`config.mk`:
```
export PLATFORM = sky130hd
export DESIGN_NAME = culsans_snoop_collector
export DESIGN_NICKNAME = d
export VERILOG_FILES = /design/src/rtl/culsans_snoop_collector.sv
export SDC_FILE = /design/constraint.sdc
export NUM_CORES = 1
export LEC_CHECK = 0
export CAP_MARGIN = 10
export CORE_AREA = 4 4 145 147
export CTS_CLUSTER_DIAMETER = 100
export DETAILED_ROUTE_END_ITERATION = 10
export DIE_AREA = 0 0 149 151
export GPL_TIMING_DRIVEN = 0
export SETUP_SLACK_MARGIN = 0.5
export SLEW_MARGIN = 20
export SYNTH_ARGS = -nofsm -noshare
export SYNTH_HDL_FRONTEND = slang
export SYNTH_SLANG_ARGS = --single-unit
```
`constraint.sdc`:
```
create_clock -name clk_i -period 2.5 [get_ports clk_i]
set_input_delay 0.625 -clock clk_i [delete_from_list [all_inputs] [get_ports clk_i]]
set_output_delay 0.625 -clock clk_i [all_outputs]
set_load 0.02 [all_outputs]
```
`src/rtl/culsans_snoop_collector.sv`:
```
// Snoop fan-out/fan-in: broadcasts one AC snoop, merges CR responses,
// forwards CD data from one responder and drains the redundant copies.
module culsans_snoop_collector #(
  parameter int unsigned NumPorts     = 2,
  parameter int unsigned AddrWidth    = 64,
  parameter int unsigned DataWidth    = 64,
  parameter int unsigned BeatsPerLine = 2
) (
  input  logic                          clk_i,
  input  logic                          rst_ni,
  input  logic                          ac_valid_i,
  output logic                          ac_ready_o,
  input  logic [AddrWidth-1:0]          ac_addr_i,
  input  logic [3:0]                    ac_snoop_i,
  input  logic [2:0]                    ac_prot_i,
  input  logic [NumPorts-1:0]           ac_mask_i,
  output logic [NumPorts-1:0]           snp_ac_valid_o,
  input  logic [NumPorts-1:0]           snp_ac_ready_i,
  output logic [AddrWidth-1:0]          snp_ac_addr_o,
  output logic [3:0]                    snp_ac_snoop_o,
  output logic [2:0]                    snp_ac_prot_o,
  input  logic [NumPorts-1:0]           snp_cr_valid_i,
  output logic [NumPorts-1:0]           snp_cr_ready_o,
  input  logic [5*NumPorts-1:0]         snp_cr_resp_i,
  input  logic [NumPorts-1:0]           snp_cd_valid_i,
  output logic [NumPorts-1:0]           snp_cd_ready_o,
  input  logic [DataWidth*NumPorts-1:0] snp_cd_data_i,
  input  logic [NumPorts-1:0]           snp_cd_last_i,
  output logic                          cr_valid_o,
  input  logic                          cr_ready_i,
  output logic [4:0]                    cr_resp_o,
  output logic                          cd_valid_o,
  input  logic                          cd_ready_i,
  output logic [DataWidth-1:0]          cd_data_o,
  output logic                          cd_last_o
);

  localparam int unsigned SelW =
    (NumPorts > 1) ? $clog2(NumPorts) : 1;

  if (BeatsPerLine == 0) begin : g_bad_line
    $error("BeatsPerLine must be non-zero");
  end

  typedef enum logic [2:0] {
    IDLE,
    SEND_AC,
    WAIT_CR,
    SEND_CR,
    FWD_CD
  } state_e;

  state_e                state_q, state_d;
  logic [AddrWidth-1:0]  addr_q, addr_d;
  logic [3:0]            snoop_q, snoop_d;
  logic [2:0]            prot_q, prot_d;
  logic [NumPorts-1:0]   mask_q, mask_d;
  logic [NumPorts-1:0]   pend_ac_q, pend_ac_d;
  logic [NumPorts-1:0]   pend_cr_q, pend_cr_d;
  logic [NumPorts-1:0]   dt_q, dt_d;
  logic [NumPorts-1:0]   drain_q, drain_d;
  logic [4:0]            resp_q, resp_d;
  logic                  fwd_done_q, fwd_done_d;
  logic                  run_q;

  logic [SelW-1:0]       sel;
  logic [NumPorts-1:0]   sel_oh;
  logic [NumPorts-1:0]   ac_done;
  logic [NumPorts-1:0]   ac_hs;
  logic [NumPorts-1:0]   cr_hs;
  logic                  fwd_last_hs;

  assign snp_ac_addr_o  = addr_q;
  assign snp_ac_snoop_o = snoop_q;
  assign snp_ac_prot_o  = prot_q;
  assign cr_resp_o      = resp_q;
  assign ac_done        = mask_q & ~pend_ac_q;

  // lowest-index data responder supplies the line
  always_comb begin
    sel    = '0;
    sel_oh = '0;
    for (int i = int'(NumPorts) - 1; i >= 0; i--) begin
      if (dt_q[i]) sel = SelW'(i);
    end
    sel_oh[sel] = dt_q[sel];
  end

  always_comb begin
    state_d        = state_q;
    addr_d         = addr_q;
    snoop_d        = snoop_q;
    prot_d         = prot_q;
    mask_d         = mask_q;
    pend_ac_d      = pend_ac_q;
    pend_cr_d      = pend_cr_q;
    dt_d           = dt_q;
    drain_d        = drain_q;
    resp_d         = resp_q;
    fwd_done_d     = fwd_done_q;
    ac_ready_o     = 1'b0;
    snp_ac_valid_o = '0;
    snp_cr_ready_o = '0;
    snp_cd_ready_o = '0;
    cr_valid_o     = 1'b0;
    cd_valid_o     = 1'b0;
    cd_data_o      = '0;
    cd_last_o      = 1'b0;
    ac_hs          = '0;
    cr_hs          = '0;
    fwd_last_hs    = 1'b0;

    unique case (state_q)
      IDLE: begin
        ac_ready_o = run_q;
        if (ac_valid_i && run_q) begin
          addr_d     = ac_addr_i;
          snoop_d    = ac_snoop_i;
          prot_d     = ac_prot_i;
          mask_d     = ac_mask_i;
          pend_ac_d  = ac_mask_i;
          pend_cr_d  = ac_mask_i;
          dt_d       = '0;
          drain_d    = '0;
          resp_d     = '0;
          fwd_done_d = 1'b0;
          state_d    = (ac_mask_i == '0) ? SEND_CR : SEND_AC;
        end
      end
      SEND_AC, WAIT_CR: begin
        snp_ac_valid_o = pend_ac_q;
        snp_cr_ready_o = pend_cr_q & ac_done;
        ac_hs          = snp_ac_valid_o & snp_ac_ready_i;
        cr_hs          = snp_cr_valid_i & snp_cr_ready_o;
        pend_ac_d      = pend_ac_q & ~ac_hs;
        pend_cr_d      = pend_cr_q & ~cr_hs;
        for (int i = 0; i < int'(NumPorts); i++) begin
          if (cr_hs[i]) begin
            resp_d  = resp_d | snp_cr_resp_i[5*i +: 5];
            dt_d[i] = snp_cr_resp_i[5*i];
          end
        end
        if (state_q == SEND_AC) begin
          if (pend_ac_d == '0) state_d = WAIT_CR;
        end else if (pend_cr_d == '0) begin
          state_d = SEND_CR;
        end
      end
      SEND_CR: begin
        cr_valid_o = 1'b1;
        if (cr_ready_i) begin
          drain_d = dt_q & ~sel_oh;
          state_d = (dt_q != '0) ? FWD_CD : IDLE;
        end
      end
      FWD_CD: begin
        snp_cd_ready_o = drain_q;
        drain_d = drain_q & ~(snp_cd_valid_i & snp_cd_last_i);
        if (!fwd_done_q) begin
          cd_valid_o          = snp_cd_valid_i[sel];
          cd_data_o           = snp_cd_data_i[DataWidth*sel +: DataWidth];
          cd_last_o           = snp_cd_last_i[sel];
          snp_cd_ready_o[sel] = cd_ready_i;
          fwd_last_hs         = cd_valid_o & cd_ready_i & cd_last_o;
        end
        fwd_done_d = fwd_done_q | fwd_last_hs;
        if (fwd_done_d && drain_d == '0) state_d = IDLE;
      end
      default: state_d = IDLE;
    endcase
  end

  always_ff @(posedge clk_i or negedge rst_ni) begin
    if (!rst_ni) begin
      state_q    <= IDLE;
      addr_q     <= '0;
      snoop_q    <= '0;
      prot_q     <= '0;
      mask_q     <= '0;
      pend_ac_q  <= '0;
      pend_cr_q  <= '0;
      dt_q       <= '0;
      drain_q    <= '0;
      resp_q     <= '0;
      fwd_done_q <= 1'b0;
      run_q      <= 1'b0;
    end else begin
      state_q    <= state_d;
      addr_q     <= addr_d;
      snoop_q    <= snoop_d;
      prot_q     <= prot_d;
      mask_q     <= mask_d;
      pend_ac_q  <= pend_ac_d;
      pend_cr_q  <= pend_cr_d;
      dt_q       <= dt_d;
      drain_q    <= drain_d;
      resp_q     <= resp_d;
      fwd_done_q <= fwd_done_d;
      run_q      <= 1'b1;
    end
  end

endmodule

```
=== Word-level counts from Yosys, hierarchy flattened ===
Cells that the tools add are included.

* Memory bits (read-only): 0
* Memories kept: 0
* Memory bits (writable): 0
* Bits in registers: 91
* Output and inout port bits: 150
* Input port bits: 224
* Latch bits: 0
* Logic and storage cells: 117

* Magnitude comparators: 2
* Bitwise logic cells: 20
* Shift-type cells: 1
* Reductions and logical operators: 20
* Multiply operators: 0
* Multiplexer cells: 50
* Div/mod/pow operators: 0
* Add/subtract/negate cells: 0
* Equal/unequal tests: 11

{| class="wikitable"
|+ Operator list
! kind !! count
|-
| 2-to-1 mux 64 bit || 2
|-
| indexed part select 128 x 8 -> 64 bit || 1
|-
| 2-to-1 mux 3 bit || 7
|-
| AND 2 bit || 10
|-
| 2-to-1 mux 1 bit || 20
|-
| 2-to-1 mux 5 bit || 4
|-
| 2-to-1 mux 2 bit || 8
|-
| one-hot mux 2 bit (2 select lines) || 3
|-
| one-hot mux 3 bit (4 select lines) || 1
|-
| != test 2 bit, second input constant || 5
|-
| NOT 2 bit || 5
|-
| OR 5 bit || 2
|-
| one-hot mux 5 bit (2 select lines) || 1
|-
| AND reduction 3 bit || 3
|-
| logical NOT 2 bit || 4
|-
| equality test 3 x 2 -> 1 bit, second input constant || 2
|-
| != test 3 bit, second input constant || 2
|-
| one-hot mux 2 bit (3 select lines) || 1
|-
| AND reduction 2 bit || 3
|-
| nonzero test 2 bit || 3
|-
| AND reduction 5 bit || 1
|-
| equality test 3 x 1 -> 1 bit, second input constant || 1
|-
| equality test 3 bit, second input constant || 1
|-
| logical AND 1 bit || 3
|-
| other kinds (10) || 11
|}

=== Depth between registers and ports, before layout ===
Gate-level depths: netlist of run 1.

* Depth after elaboration: 12
* Gate-level depth with buffers: 8

=== Worst setup path after synthesis of run 1 ===
OpenSTA, ideal clock, no wires.

* Kind: reg-to-output
* From: reg state_q[1]
* To: out cd_data_o[10]
* Stages on the path, launching flop included: 7
* Data required time: 1.875 ns
* Data arrival time: 1.745 ns
* Buffers on the path: 3
* Path slack: 0.130 ns
* Path through: dfrtp_1 -> buf_6 -> or3b_4 -> or2_1 -> clkbuf_1 -> buf_2 -> a21oi_1

* Longest elaborated chain between the ends: 2

{| class="wikitable"
|+ RTL lines
! what !! line !! source
|-
| start, declared || 53 || <nowiki>state_e state_q, state_d;</nowiki>
|-
| start signal, assigned || 188 || <nowiki>state_q <= state_d;</nowiki>
|-
| equality test 3 bit || 113 || <nowiki>unique case (state_q)</nowiki>
|-
| 2-to-1 mux 64 bit || 113 ||
|-
| end, declared || 34 || <nowiki>output logic [DataWidth-1:0] cd_data_o,</nowiki>
|}

No other way between the ends.

=== Worst setup path after layout of run 1 ===
* From: reg state_q[1]
* To: out cd_data_o[59]

Same word-level chain as after synthesis.

==> results of run 1 <==
-- critical path, cell delays in order (launching register included) --
cell and delay (ns):
dfrtp_1 0.37, buf_6 0.12, or3b_4 0.37, or2_1 0.25
buf_8 0.14, clkbuf_16 0.16, clkbuf_16 0.17, a21oi_4 0.12
buf_6 0.13
-- sequential cells by signal, indices dropped and copies added, names as in the netlist --
name and cells:
drain_q 2, cr_resp_o 5, pend_ac_q 2, pend_cr_q 2, snp_ac_prot_o 3, dt_q 2
run_q 1, snp_ac_snoop_o 4, mask_q 2, fwd_done_q 1, snp_ac_addr_o 64, state_q 3
-- metal layers --
metal  vias to the layer above  part of all wire [%]  routed length, µm  GRT usage [%]
li1                       2907                     -                  -              -
met1                      2822                    37               8950           21.3
met2                       237                    53              12800           34.6
met3                        23                   9.1               2190           6.94
met4                         4                   1.0                242           3.75
met5                         -                  0.11                 27              0
-- repair_timing --
item / in CTS / in global routing
hold buffers: 0 / 0
endpoints found under the setup margin: 132 / 147
hold endpoints to repair: 0 / 0
cloned: 1 / 16
pin swaps: 4 / 82
buffers inserted: 19 / 7
gates resized for setup: 498 / 216
-- logic make-up after synthesis --
| logic type | synth area share [%] |
|---|---|
| simple gates | 31.6 |
| compound gates | 15.6 |
| flops | 46.1 |
| buf+inv | 5.10 |
| mux | 1.24 |
| xor+xnor | 0.178 |
| other cells | 0.0760 |
-- path summary, 6_finish.rpt --
path	start	to	slack, ns	depth (start not counted)
min reg2reg	snp_ac_snoop_o[2]$_DFFE_PN0P_	snp_ac_snoop_o[2]$_DFFE_PN0P_	0.47	2
min	rst_ni	snp_ac_addr_o[13]$_DFFE_PN0P_	0.19	1
max in group asynchronous	rst_ni	snp_ac_addr_o[51]$_DFFE_PN0P_	1.69	2
max	state_q[1]$_DFFE_PN0P_	cd_data_o[59]	-0.31	8
max reg2reg	state_q[1]$_DFFE_PN0P_	pend_ac_q[1]$_DFFE_PN0P_	0.38	11
min in group clk_i	snp_ac_snoop_o[2]$_DFFE_PN0P_	snp_ac_snoop_o[2]$_DFFE_PN0P_	0.47	2
-- layout make-up --
| cell class | count | area share [%] |
|---|---|---|
| timing repair buffer | 417 | 39.4 |
| clock inverter | 7 | 1.07 |
| multi-input combinational | 503 | 29.6 |
| clock buffer | 9 | 1.97 |
| tap | 270 | 2.95 |
| buffer | 48 | 5.09 |
| sequential | 91 | 19.9 |
-- power groups by stage --
| stage | sequential, µW | combinational (µW) | clock [µW] |
|---|---|---|---|
| after global routing | 2710 | 6560 | 1690 |
| after detailed placement | 2610 | 5150 | 0 |
| after global placement | 2590 | 5130 | 0 |
| after CTS | 2600 | 5570 | 1640 |
| after floorplan | 3360 | 1980 | 0 |
| final | 2610 | 6120 | 1610 |
-- cell usage after synthesis (2+ instances only) --
cell type / number
a22o_1: 10
o21ai_0: 6
and4b_1: 4
and2_1: 2
nor2b_1: 3
a32o_1: 2
a21oi_1: 36
mux2i_1: 5
buf_6: 6
a21o_1: 2
dfrtp_1: 91
a22oi_1: 3
clkbuf_1: 25
nor2_1: 10
buf_2: 15
nand2_1: 357
buf_4: 2
a21oi_2: 40
nand3b_1: 3
-- metrics by stage --
stage               hold slack, ns  cells  total power, µW  utilization [%]
floorplan                    0.329    642             5340                -
global placement             0.457   1285             7720             47.9
detailed placement           0.461   1286             7750             48.0
CTS                          0.192   1322             9820             51.9
global route                 0.213   1345            11000             57.4
finish                       0.189   1345            10300             57.4
==> run metrics, run 1 <==
Synth-to-Final Area Change 132%; routed vias/inst 4.46; sequential fraction of the synthesis area a little under half; maximum VDD drop 0.751 mV; top cell type's share of synthesized area 46.1%; Max clock buf depth 2; share of cells above drive strength 1 32.2%; post-synth cell types 39; total number of vias approximately 6000; clock skew around 0.011 ns; IO Count ~370; WL final around 24000 µm; power density over the cells around 900 nW/µm²; DRC 0; Final Instance Area roughly 11000 µm²; average size of a mapped cell just under 8 µm²; multi-input logic area about 3400 µm²; Worst setup SP type flip-flop; failing checks setup timing; max-cap violation count 0; post-synth net total approximately 870; first-pass GRT wire length between 30000 and 40000 µm; most common cell after layout, fill and taps aside clkdlybuf4s50_1; FP Rows 52; dominant cells by area after synthesis dfrtp_1 46%, nand2_1 27%, a21oi_2 7.1%; antenna cells 0; commonest cells after routing, fill and taps aside 289 x clkdlybuf4s50_1, 273 x nand2_1, 90 x dfrtp_1; final setup TNS -18.08 ns; Post-synth EDFFs 0; initial antenna violation count 2; largest net degree at the start of global routing 53; fmax approximately 360 MHz; NetSw between 4000 and 5000 µW; Sw Ratio ~40%; CTS Buf Count 9; DRT iter0 DRCs 110; final hold vios 0; crit path DAT 2.18 ns; Int Power approximately 6100 µW; Pins Over Slew Limit 0; Clock transition at path regs roughly 0.07 ns; hpwl dp 17900 µm; Die ar. 22500 µm²; Synth Flop Type dfrtp_1; Die W about 150 µm; Initial Util between 20% and 30%; Worst EP required approximately 1.9 ns; RD Place Congestion between 0.7 and 0.8; Lkg Pwr around 0.0051 µW; filler instances between 1500 and 2000; drt first pass iters 4; CORE AREA approximately 20000 µm²; clock latency on the worst-skew pair about 0.35 ns; WL per Instance 18.0 µm; pre-CTS WS -0.747 ns; number of global-route vias before repair ~6000; clk sinks 91; status complete, but fails checks; Layout Nets 1294; GR Util All Layers 18.9%; FFs w/ async S/R, synth 100%; CTS tree built; Cells after Synth approximately 640; Routed Antenna Nets 0; critical-path maximum fanout 6; worst hold path type in -> async; sequential share of power 25.3%; post-route setup slack -0.306 ns; Synth area leader dfrtp_1; DP Area 9560 µm²; H-tree Lvls 3; Post-Syn Area just under 5000 µm²; Final min period 2.81 ns; RSZ-0062 raised after global routing true; final cycle utilization of the critical path 112%; Crit Path Category reg -> out; synthesis-stage register bit count 91; number of I/O port buffers 373; grt total ovfl 0; Comb power frac about three fifths; register area about 2300 µm²; Die Y 151 µm; crit end category primary output; root buffer cell clkbuf_16; yosys warns 0; clock power share 15.6%; endpoints failing setup 66
(Power assumes the default switching activity.)
==> inputs of run 2 (changes only) <==
Settings changed: ABC_AREA from default to 1, CORE_AREA 4 4 145 147 to 4 4 142 144, DIE_AREA 0 0 149 151 to 0 0 146 148.
==> run 2 against run 1 <==
Compared with the run above: the run now ends clean; sequential share of layout area up 2.8 points; synthesized cell count is 4.4% higher; cell count decreased by 1.5%; critical endpoint is now cd_data_o[43]; highest routed layer is now met4.
==> run metrics, run 2 <==
average size of a mapped cell ~7.1 µm²; CTS Buf Count 9; Crit Path Category reg -> out; post-synth cell types 26; largest net degree at the start of global routing 53; grt total ovfl 0; clock latency on the worst-skew pair ~0.35 ns; IO Count roughly 370; clock skew between 0.009 and 0.01 ns; crit end category primary output; routed vias/inst ~4.5; Lkg Pwr 0.00472 µW; sequential fraction of the synthesis area about half; crit path DAT 1.74 ns; root buffer cell clkbuf_16; Worst setup SP type flip-flop; drt first pass iters 4; pre-CTS WS -0.485 ns; share of cells above drive strength 1 21.9%; RSZ-0062 raised after global routing true; endpoints failing setup 0; Die W ~150 µm; status finished clean; number of global-route vias before repair about 6000; Synth-to-Final Area Change 112%; H-tree Lvls 3; commonest cells after routing, fill and taps aside 387 x nand2_1, 284 x clkdlybuf4s50_1, 88 x dfrtp_1; number of I/O port buffers 373; first-pass GRT wire length around 35000 µm; max reg flops 64; Post-synth EDFFs 0; max-cap violation count 0; WL final around 24000 µm; top-count cell post-synth nand2_1; Worst EP required 1.88 ns; critical-path maximum fanout 10; fmax approximately 420 MHz; power density over the cells between 800 and 900 nW/µm²; post-route setup slack 0.138 ns; initial antenna violation count 3; RD Place Congestion 0.839; DRC 0; synthesis-stage register bit count 91; Post-synth top cells 392 x nand2_1, 91 x dfrtp_1, 72 x a21oi_1, 20 x nand3_1; final cycle utilization of the critical path a little over nine tenths; Pins Over Slew Limit 0; Synth Flop Type dfrtp_1; CORE AREA roughly 19000 µm²; overall power consumption between 8000 and 9000 µW; DRT iter0 DRCs between 150 and 200; Die ar. 21600 µm²; final hold vios 0; FFs w/ async S/R, synth 100%; GR Util All Layers 20.5%; yosys warns 0; dominant cells by area after synthesis dfrtp_1 48%, nand2_1 31%, a21oi_1 7.6%; maximum VDD drop about 0.56 mV; hpwl dp around 18000 µm; Layout Nets 1308; cts hold-fix bufs 0; FP Rows 50; post-synth net total roughly 890; Synth area leader dfrtp_1; top cell type's share of synthesized area between 40% and 50%; most common cell after layout, fill and taps aside nand2_1; worst hold path type in -> async; CTS tree built; Post-Syn Area between 4000 and 5000 µm²; total number of vias 5899; Die Y between 100 and 150 µm; Cells after Synth 670; Max clock buf depth 2; Initial Util between 20% and 30%; Routed Antenna Nets 0; Final min period around 2.4 ns; clk sinks a little over 90; Clock transition at path regs 0.07 ns; WL per Instance approximately 18 µm
run 2: cell types whose count changed in the layout (fill, tap and decap cells not counted), moves of 23 or more:
cell and delta:
a21oi_2 +23, a21oi_4 -34, buf_4 +34, buf_6 -29, nand2_1 +114, nand2_2 -65
run 2: cell families (layout without fill, tap and decap cells):
group	Yosys count	in the layout	share of synthesized area, %
and+or+nand+nor	431	431	35.8
DFF	91	91	48.1
AOI/OAI and AO/OA	89	89	9.70
buffers and inverters	58	477	6.32
other	1	3	0.0792
run 2: cell type report:
cell class | instances | area [µm²]
diodes | 2 | 5.00
plain buffers | 37 | 362
clock buffers | 10 | 239
clock inverters | 6 | 47.5
fillers | 1789 | 8670
inverters | 21 | 86.3
multi-input cells | 521 | 2660
flip-flops and latches | 91 | 2280
well taps | 234 | 293
repair buffers | 403 | 4060
run 2: through the flow:
stage	cell area, µm²	cells	hold WS, ns	util [%]	TNS, ns
floorplan	4770	670	0.329	-	0
global placement	8800	1277	0.453	47.0	-278.01
finish	10000	1325	0.188	53.6	0
CTS	9480	1311	0.189	50.7	0
detailed placement	8830	1278	0.457	47.2	-18.88
global route	10000	1325	0.202	53.6	0
run 2: timing repair:
action / CTS / global route
gates cloned: 3 / 2
setup buffers: 14 / 10
pin swaps: 5 / 3
endpoints found under the hold margin: 0 / 0
gates resized for setup: 469 / 124
setup endpoints to repair: 74 / 86
run 2: metal layers:
layer,up-vias,GRT usage (%),share of wire (%),wire [µm]
met5,-,0,0,0
met4,0,5.83,1.9,450
met3,24,7.48,8.6,2030
met2,227,39.1,54,12700
met1,2730,21.0,35,8310
li1,2918,-,-,-
run 2: path summary, 6_finish.rpt:
path                       slack [ns]  depth (start not counted)                         start                       endpoint
max                              0.14                          8        state_q[1]$_DFFE_PN0P_                  cd_data_o[43]
min                              0.19                          1                        rst_ni   snp_ac_addr_o[0]$_DFFE_PN0P_
max reg2reg                      0.61                         10        state_q[1]$_DFFE_PN0P_  snp_ac_addr_o[34]$_DFFE_PN0P_
min reg2reg                      0.47                          2  snp_ac_prot_o[2]$_DFFE_PN0P_   snp_ac_prot_o[2]$_DFFE_PN0P_
max in group asynchronous        1.67                          2                        rst_ni         state_q[0]$_DFFE_PN0P_
min in group clk_i               0.47                          2  snp_ac_prot_o[2]$_DFFE_PN0P_   snp_ac_prot_o[2]$_DFFE_PN0P_
run 2: report_power, final:
| part | internal, µW | total, µW | leakage [µW] | switching [µW] |
|---|---|---|---|---|
| clock network | 711 | 1340 | 0.000133 | 625 |
| logic | 2270 | 5130 | 0.00344 | 2850 |
| registers | 2120 | 2490 | 0.00115 | 363 |
| total | 5110 | 8950 | 0.00472 | 3840 |
run 2: critical path: stages (launching register included):
cell	delay (ns)
dfrtp_2	0.43
nor2_4	0.14
nand2_4	0.07
inv_4	0.09
nand2_8	0.07
buf_12	0.16
buf_12	0.15
a21oi_4	0.15
buf_6	0.14
